[src/rtl/axil_req_arbiter.sv]
// Round-robin share of one AXI-Lite master among NUM_REQ requesters, one transaction in flight; 3-cycle accept-to-rsp latency on a zero-wait slave.
// Backpressure: req_ready only in IDLE for the selected requester; waits indefinitely on every AXI ready/valid.
module axil_req_arbiter #(
  parameter int NUM_REQ = 2,
  parameter int ADDR_W  = 32,
  parameter int DATA_W  = 32
) (
  input  logic                          clk,
  input  logic                          rst_n,
  input  logic [NUM_REQ-1:0]            req_valid,
  output logic [NUM_REQ-1:0]            req_ready,
  input  logic [NUM_REQ-1:0]            req_write,
  input  logic [NUM_REQ*ADDR_W-1:0]     req_addr,
  input  logic [NUM_REQ*DATA_W-1:0]     req_wdata,
  input  logic [NUM_REQ*DATA_W/8-1:0]   req_wstrb,
  output logic [NUM_REQ-1:0]            rsp_valid,
  output logic [DATA_W-1:0]             rsp_rdata,
  output logic [1:0]                    rsp_resp,
  output logic [ADDR_W-1:0]             m_axil_awaddr,
  output logic [2:0]                    m_axil_awprot,
  output logic                          m_axil_awvalid,
  input  logic                          m_axil_awready,
  output logic [DATA_W-1:0]             m_axil_wdata,
  output logic [DATA_W/8-1:0]           m_axil_wstrb,
  output logic                          m_axil_wvalid,
  input  logic                          m_axil_wready,
  input  logic [1:0]                    m_axil_bresp,
  input  logic                          m_axil_bvalid,
  output logic                          m_axil_bready,
  output logic [ADDR_W-1:0]             m_axil_araddr,
  output logic [2:0]                    m_axil_arprot,
  output logic                          m_axil_arvalid,
  input  logic                          m_axil_arready,
  input  logic [DATA_W-1:0]             m_axil_rdata,
  input  logic [1:0]                    m_axil_rresp,
  input  logic                          m_axil_rvalid,
  output logic                          m_axil_rready
);
  localparam int IW = $clog2(NUM_REQ);
  localparam int SW = DATA_W / 8;

  localparam logic [2:0] S_IDLE    = 3'd0;
  localparam logic [2:0] S_WR_AD   = 3'd1;
  localparam logic [2:0] S_WR_RESP = 3'd2;
  localparam logic [2:0] S_RD_ADDR = 3'd3;
  localparam logic [2:0] S_RD_DATA = 3'd4;
  localparam logic [2:0] S_RESP    = 3'd5;

  logic [2:0]         r_state;
  logic [IW-1:0]      r_ptr;
  logic               r_ptr_vld;
  logic [IW-1:0]      r_gnt;
  logic [NUM_REQ-1:0] r_rsp_valid;
  logic [DATA_W-1:0]  r_rsp_rdata;
  logic [1:0]         r_rsp_resp;
  logic [ADDR_W-1:0]  r_awaddr;
  logic               r_awvalid;
  logic [DATA_W-1:0]  r_wdata;
  logic [SW-1:0]      r_wstrb;
  logic               r_wvalid;
  logic               r_bready;
  logic [ADDR_W-1:0]  r_araddr;
  logic               r_arvalid;
  logic               r_rready;

  logic [IW-1:0]      w_start;
  logic [IW-1:0]      w_idx;
  logic [IW-1:0]      w_win;
  logic               w_found;
  logic [NUM_REQ-1:0] w_req_ready;
  logic [NUM_REQ-1:0] w_gnt_oh;
  logic               w_aw_done;
  logic               w_w_done;

  // Until the first grant nobody is "last", so the scan starts at requester 0.
  assign w_start = !r_ptr_vld ? '0 :
                   (int'(r_ptr) == NUM_REQ - 1) ? '0 : r_ptr + 1'b1;

  always_comb begin
    w_found = 1'b0;
    w_win   = '0;
    w_idx   = '0;
    for (int k = 0; k < NUM_REQ; k++) begin
      w_idx = IW'((int'(w_start) + k) % NUM_REQ);
      if (!w_found && req_valid[w_idx]) begin
        w_found = 1'b1;
        w_win   = w_idx;
      end
    end
  end

  always_comb begin
    w_req_ready = '0;
    if (r_state == S_IDLE && w_found) w_req_ready[w_win] = 1'b1;
  end

  assign w_gnt_oh  = NUM_REQ'(1) << r_gnt;
  assign w_aw_done = !r_awvalid || m_axil_awready;
  assign w_w_done  = !r_wvalid  || m_axil_wready;

  always_ff @(posedge clk or negedge rst_n) begin
    if (!rst_n) begin
      r_state     <= S_IDLE;
      r_ptr       <= '0;
      r_ptr_vld   <= 1'b0;
      r_gnt       <= '0;
      r_rsp_valid <= '0;
      r_rsp_rdata <= '0;
      r_rsp_resp  <= '0;
      r_awaddr    <= '0;
      r_awvalid   <= 1'b0;
      r_wdata     <= '0;
      r_wstrb     <= '0;
      r_wvalid    <= 1'b0;
      r_bready    <= 1'b0;
      r_araddr    <= '0;
      r_arvalid   <= 1'b0;
      r_rready    <= 1'b0;
    end else begin
      case (r_state)
        S_IDLE: begin
          if (w_found) begin
            r_gnt     <= w_win;
            r_ptr     <= w_win;
            r_ptr_vld <= 1'b1;
            if (req_write[w_win]) begin
              r_awaddr  <= req_addr[w_win*ADDR_W +: ADDR_W];
              r_wdata   <= req_wdata[w_win*DATA_W +: DATA_W];
              r_wstrb   <= req_wstrb[w_win*SW +: SW];
              r_awvalid <= 1'b1;
              r_wvalid  <= 1'b1;
              r_state   <= S_WR_AD;
            end else begin
              r_araddr  <= req_addr[w_win*ADDR_W +: ADDR_W];
              r_arvalid <= 1'b1;
              r_state   <= S_RD_ADDR;
            end
          end
        end
        S_WR_AD: begin
          // AW and W retire independently; move on once both have handshaked.
          if (m_axil_awready) r_awvalid <= 1'b0;
          if (m_axil_wready)  r_wvalid  <= 1'b0;
          if (w_aw_done && w_w_done) begin
            r_bready <= 1'b1;
            r_state  <= S_WR_RESP;
          end
        end
        S_WR_RESP: begin
          if (m_axil_bvalid) begin
            r_rsp_resp  <= m_axil_bresp;
            r_rsp_rdata <= '0;
            r_bready    <= 1'b0;
            r_rsp_valid <= w_gnt_oh;
            r_state     <= S_RESP;
          end
        end
        S_RD_ADDR: begin
          if (m_axil_arready) begin
            r_arvalid <= 1'b0;
            r_rready  <= 1'b1;
            r_state   <= S_RD_DATA;
          end
        end
        S_RD_DATA: begin
          if (m_axil_rvalid) begin
            r_rsp_rdata <= m_axil_rdata;
            r_rsp_resp  <= m_axil_rresp;
            r_rready    <= 1'b0;
            r_rsp_valid <= w_gnt_oh;
            r_state     <= S_RESP;
          end
        end
        S_RESP: begin
          r_rsp_valid <= '0;
          r_state     <= S_IDLE;
        end
        default: r_state <= S_IDLE;
      endcase
    end
  end

  assign req_ready      = w_req_ready;
  assign rsp_valid      = r_rsp_valid;
  assign rsp_rdata      = r_rsp_rdata;
  assign rsp_resp       = r_rsp_resp;
  assign m_axil_awaddr  = r_awaddr;
  assign m_axil_awprot  = 3'b000;
  assign m_axil_awvalid = r_awvalid;
  assign m_axil_wdata   = r_wdata;
  assign m_axil_wstrb   = r_wstrb;
  assign m_axil_wvalid  = r_wvalid;
  assign m_axil_bready  = r_bready;
  assign m_axil_araddr  = r_araddr;
  assign m_axil_arprot  = 3'b000;
  assign m_axil_arvalid = r_arvalid;
  assign m_axil_rready  = r_rready;

endmodule

[config.mk]
export PLATFORM = sky130hd
export DESIGN_NAME = axil_req_arbiter
export DESIGN_NICKNAME = d
export VERILOG_FILES = /design/src/rtl/axil_req_arbiter.sv
export SDC_FILE = /design/constraint.sdc
export NUM_CORES = 1
export LEC_CHECK = 0
export BUFFER_PORTS_ARGS = -buffer_cell sky130_fd_sc_hd__buf_2
export CAP_MARGIN = 10
export CORE_AREA = 2 2 129 131
export DETAILED_ROUTE_END_ITERATION = 16
export DIE_AREA = 0 0 131 133
export GPL_TIMING_DRIVEN = 0
export HOLD_SLACK_MARGIN = 0.15
export PLACE_DENSITY = 0.81
export REMOVE_ABC_BUFFERS = 1
export SLEW_MARGIN = 20
export SYNTH_ARGS = -nofsm -noshare
export SYNTH_HDL_FRONTEND = slang
export SYNTH_SLANG_ARGS = --single-unit
export TNS_END_PERCENT = 20
[constraint.sdc]
create_clock -name clk -period 2.2 [get_ports clk]
set_clock_uncertainty 0.1 [all_clocks]
set_input_delay 0.33 -clock clk [delete_from_list [all_inputs] [get_ports clk]]
set_output_delay 0.33 -clock clk [all_outputs]
set_load 0.01 [all_outputs]
==> results.py <==
metrics = {
    "clocking": {
        "clock_path_buffers": 2,
        "cts_tree": "yes",
        "clock-root-buffer": "sky130_fd_sc_hd__clkbuf_16",
        "clk_latency_ns": 0.41,
        "cts.htree.levels": 4,
        "numCtsBuffers": 17,
        "clkTransAtPathRegs_ns": 0.06,
        "clock_sink_count": 146,
    },
    "synth": {
        "synth.area.mux_share_pct": 29.7,
        "synthAdderAreaFrac_pct": 0,
        "syn_area_per_cell_sq_um": 14.5,
        "netlist_instances": 444,
        "synthesis.yosys.warnings": 0,
        "yosys_register_bits": 146,
        "ys_types": 35,
        "mappedNetlistArea_sq_mm": 0.00643,
        "seq_area_frac_synth_pct": 56.8,
        "synth_top_family_by_area": "multiplexers",
        "synth_simple_gate_area_share_pct": 2.76,
        "synth_xor_xnor_area_share_pct": 0,
        "compound_cell_area_share_of_the_yosys_netlist_pct": 7.10,
    },
    "sta": {
        "setup_tns_ns": 0,
        "setup_viol": 0,
        "slew_violations": 0,
        "max_freq_mhz": 463,
        "grt_setup_unrepaired": "true",
        "final.min_clock_period_ns": 2.16,
        "worst_slew_margin_rel_pct": 50.7,
        "layout_worst_path_cycle_share_pct": 98.3,
        "hold_violation_total_from_the_final_report": 0,
        "timing_worst_slew_pin_value_ns": 0.740,
    },
    "floorplan": {
        "floorplan_die_width_um": 131,
        "y_dimension_of_the_die_um": 133,
        "rows": 47,
        "core_area_sq_mm": 0.0162,
        "floorplan.io_pins": 332,
        "start_util_pct": 39.8,
        "die_area_sq_mm": 0.0174,
    },
    "grt": {
        "groute.usage.overall_pct": 20.1,
        "grt_util_met2_pct": 36.5,
        "grt-ovfl-total": 0,
        "global_route_wire_length_before_repair_um": 26900,
        "first_global_vias": 5342,
        "grt_max_degree": 83,
        "met3_usage_pct": 6.35,
        "global_route.usage.met1_pct": 21.0,
        "busiest_layer": "met2",
        "number_of_antenna_violations_at_the_first_check_in_global_routing": 2,
    },
    "detailed_routing": {
        "finalWirelength_um": 17800,
        "detail-route-antenna-nets": 0,
        "avgRoutedWirePerCell_um": 16.9,
        "dr.pass1.iters": 4,
        "drt_first_iter_violations": 167,
        "drc": 0,
        "via_count": 5123,
        "via_per_inst": 4.87,
    },
    "layout": {
        "post_route_cell_area_sq_mm": 0.00957,
        "fillerInstances": 1221,
        "synthToLayoutAreaGrowth_pct": 48.6,
        "most_used_cells_in_the_layout_excluding_fill_and_tap_cells": "sky130_fd_sc_hd__buf_2 (324), sky130_fd_sc_hd__mux2_2 (168), sky130_fd_sc_hd__dfrtp_1 (144)",
        "commonest_non_fill_non_tap_cell_in_the_layout": "sky130_fd_sc_hd__buf_2",
        "layout-drive-gt1-share_pct": 66.5,
        "fin_cells": 1052,
        "final-seq-area_sq_mm": 0.00366,
        "multiInputGateArea_sq_mm": 0.00261,
        "final_net_count": 1002,
    },
    "placed_design": {
        "port_bufs": 325,
        "placement.cell_area_sq_mm": 0.00840,
        "finalWeightedCongestion": 0.763,
        "hpwlAfterDp_um": 12100,
        "dp_cells": 969,
    },
    "setup_path": {
        "path_max_fanout": 26,
        "setup.worst_path.class": "flop to flop",
        "worst_ep_required_time_ns": 2.39,
        "max_stage_delay_ns": 0.40,
        "crit_chain": "nor2b_4 > o21ai_4 > buf_12 > buf_16 > buf_16 > mux2_2 > mux2_2",
        "slowest_stage": "sky130_fd_sc_hd__dfrtp_1",
        "critPathCaptureType": "flop",
        "setup.worst_path.start_class": "flop",
        "crit_arrival_ns": 2.35,
    },
    "flow_run": {
        "cap_violations": 0,
    },
    "pwr": {
        "power.density_mw_per_mm2": 1330,
        "power_leakage_nw": 4.70,
        "worst_supply_voltage_drop_on_vdd_v": 0.000693,
        "finalPower_mw": 12.7,
    },
    "outcome": {
        "run_status": "finished, final reports clean",
    },
    "min_path": {
        "min_path_type": "primary input to flop",
    },
}
-- Yosys cell counts --
library cell | instances | area, sq um
sky130_fd_sc_hd__nor4_1 | 1 | 6.26
sky130_fd_sc_hd__nor2_1 | 5 | 18.8
sky130_fd_sc_hd__nor3_1 | 1 | 5.00
sky130_fd_sc_hd__buf_2 | 11 | 55.1
sky130_fd_sc_hd__o21ai_0 | 6 | 30.0
sky130_fd_sc_hd__nor3_4 | 1 | 16.3
sky130_fd_sc_hd__mux2_2 | 168 | 1890
sky130_fd_sc_hd__nand3_1 | 4 | 20.0
sky130_fd_sc_hd__o21ba_2 | 1 | 10.0
sky130_fd_sc_hd__clkbuf_1 | 6 | 22.5
sky130_fd_sc_hd__a21oi_1 | 2 | 10.0
sky130_fd_sc_hd__o22a_1 | 1 | 8.76
sky130_fd_sc_hd__o311a_1 | 1 | 10.0
sky130_fd_sc_hd__dfrtp_1 | 146 | 3650
sky130_fd_sc_hd__o41ai_1 | 2 | 17.5
sky130_fd_sc_hd__a2bb2oi_1 | 1 | 8.76
sky130_fd_sc_hd__and3b_1 | 1 | 8.76
sky130_fd_sc_hd__a31oi_1 | 1 | 6.26
sky130_fd_sc_hd__inv_1 | 4 | 15.0
sky130_fd_sc_hd__o21ai_1 | 1 | 5.00
sky130_fd_sc_hd__o21ai_2 | 1 | 8.76
sky130_fd_sc_hd__a22o_1 | 32 | 280
sky130_fd_sc_hd__o22ai_1 | 1 | 6.26
sky130_fd_sc_hd__buf_4 | 14 | 105
sky130_fd_sc_hd__o31a_1 | 1 | 8.76
sky130_fd_sc_hd__a21o_1 | 3 | 22.5
sky130_fd_sc_hd__nand3b_1 | 3 | 22.5
sky130_fd_sc_hd__buf_6 | 3 | 33.8
sky130_fd_sc_hd__mux2i_1 | 2 | 20.0
sky130_fd_sc_hd__conb_1 | 1 | 3.75
sky130_fd_sc_hd__o211ai_1 | 2 | 15.0
sky130_fd_sc_hd__nor2b_1 | 5 | 31.3
sky130_fd_sc_hd__nand2b_1 | 3 | 18.8
sky130_fd_sc_hd__a21oi_2 | 1 | 8.76
sky130_fd_sc_hd__nand2_1 | 8 | 30.0
-- where the power goes --
group	switching, mW	internal [mW]	total [mW]	leakage, nW
logic	2.34	2.71	5.06	2.62
clock network	1.15	1.91	3.07	0.306
registers	0.702	3.92	4.62	1.77
total	4.20	8.55	12.7	4.70
-- flip-flops by register name, summed over array words and instances, names as in the netlist, 2 cells and up --
name	cells
m_axil_araddr	32
m_axil_awaddr	32
m_axil_wdata	32
rsp_rdata	32
m_axil_wstrb	4
r_state	3
rsp_resp	2
rsp_valid	2
-- kinds of logic (layout without fill, tap and decap cells) --
group	after synthesis	after routing
multiplexers	170	170
AO/OA/AOI/OAI	57	57
buffers and inverters	38	420
flip-flops	146	146
other	1	7
AND/OR/NAND/NOR	32	32
-- worst max-delay path, delay by kind of cell, from the launching register on --
kind	cells	cell delay [ns]
multiplexers	2	0.68
AND/OR/NAND/NOR	1	0.14
flip-flops	1	0.40
buffers and inverters	3	0.49
AO/OA/AOI/OAI	1	0.23
-- timing repair --
item / 4_1_cts / 5_1_grt
hold endpoints to repair: 103 / 0
pin swaps: 0 / 2
cloned: 0 / 1
setup buffers: 4 / 3
endpoints found under the setup margin: 82 / 24
gates resized for setup: 4 / 4
hold buffers: 43 / 0
-- area by class of cell --
class                   count  share of cell area (%)
multi-input cells         265                    27.2
diodes                      1                  0.0262
flip-flops and latches    146                    38.2
well taps                 220                    2.88
inverters                   4                   0.157
clock buffers              17                    4.45
clock inverters            14                    2.11
repair buffers            385                    24.9
-- worst paths after layout --
| check | slack (ns) | start | to | cells after the start |
|---|---|---|---|---|
| hold / removal | 0.18 | req_wdata[13] | m_axil_wdata[13] | 3 |
| hold reg to reg | 0.39 | rsp_resp[0] | rsp_resp[0] | 2 |
| setup reg to reg | 0.04 | r_ptr_vld | m_axil_awaddr[21] | 7 |
| max in group asynchronous | 0.84 | rst_n | r_state[0] | 3 |
| min in group asynchronous | 0.37 | rst_n | m_axil_wdata[20] | 2 |
| setup / recovery | 0.04 | r_ptr_vld | m_axil_awaddr[21] | 7 |
-- per-stage QoR --
step	util (%)	hold WS [ns]	setup slack, ns
after CTS	58.7	0.154	-0.00736
final	59.1	0.176	0.0383
after floorplan	-	-0.0656	-2.33
after global routing	59.1	0.168	-0.0337
after global placement	50.3	0.361	-3.91
after detailed placement	52.0	0.200	-0.211
-- metal layers --
metal  vias to the layer above  routed length, um
met1                      2480               6500
met2                       252               9450
met3                        30               1400
met5                         -                  0
li1                       2361                  -
met4                         0                463
Note: power is estimated with default switching activity, not from simulation.
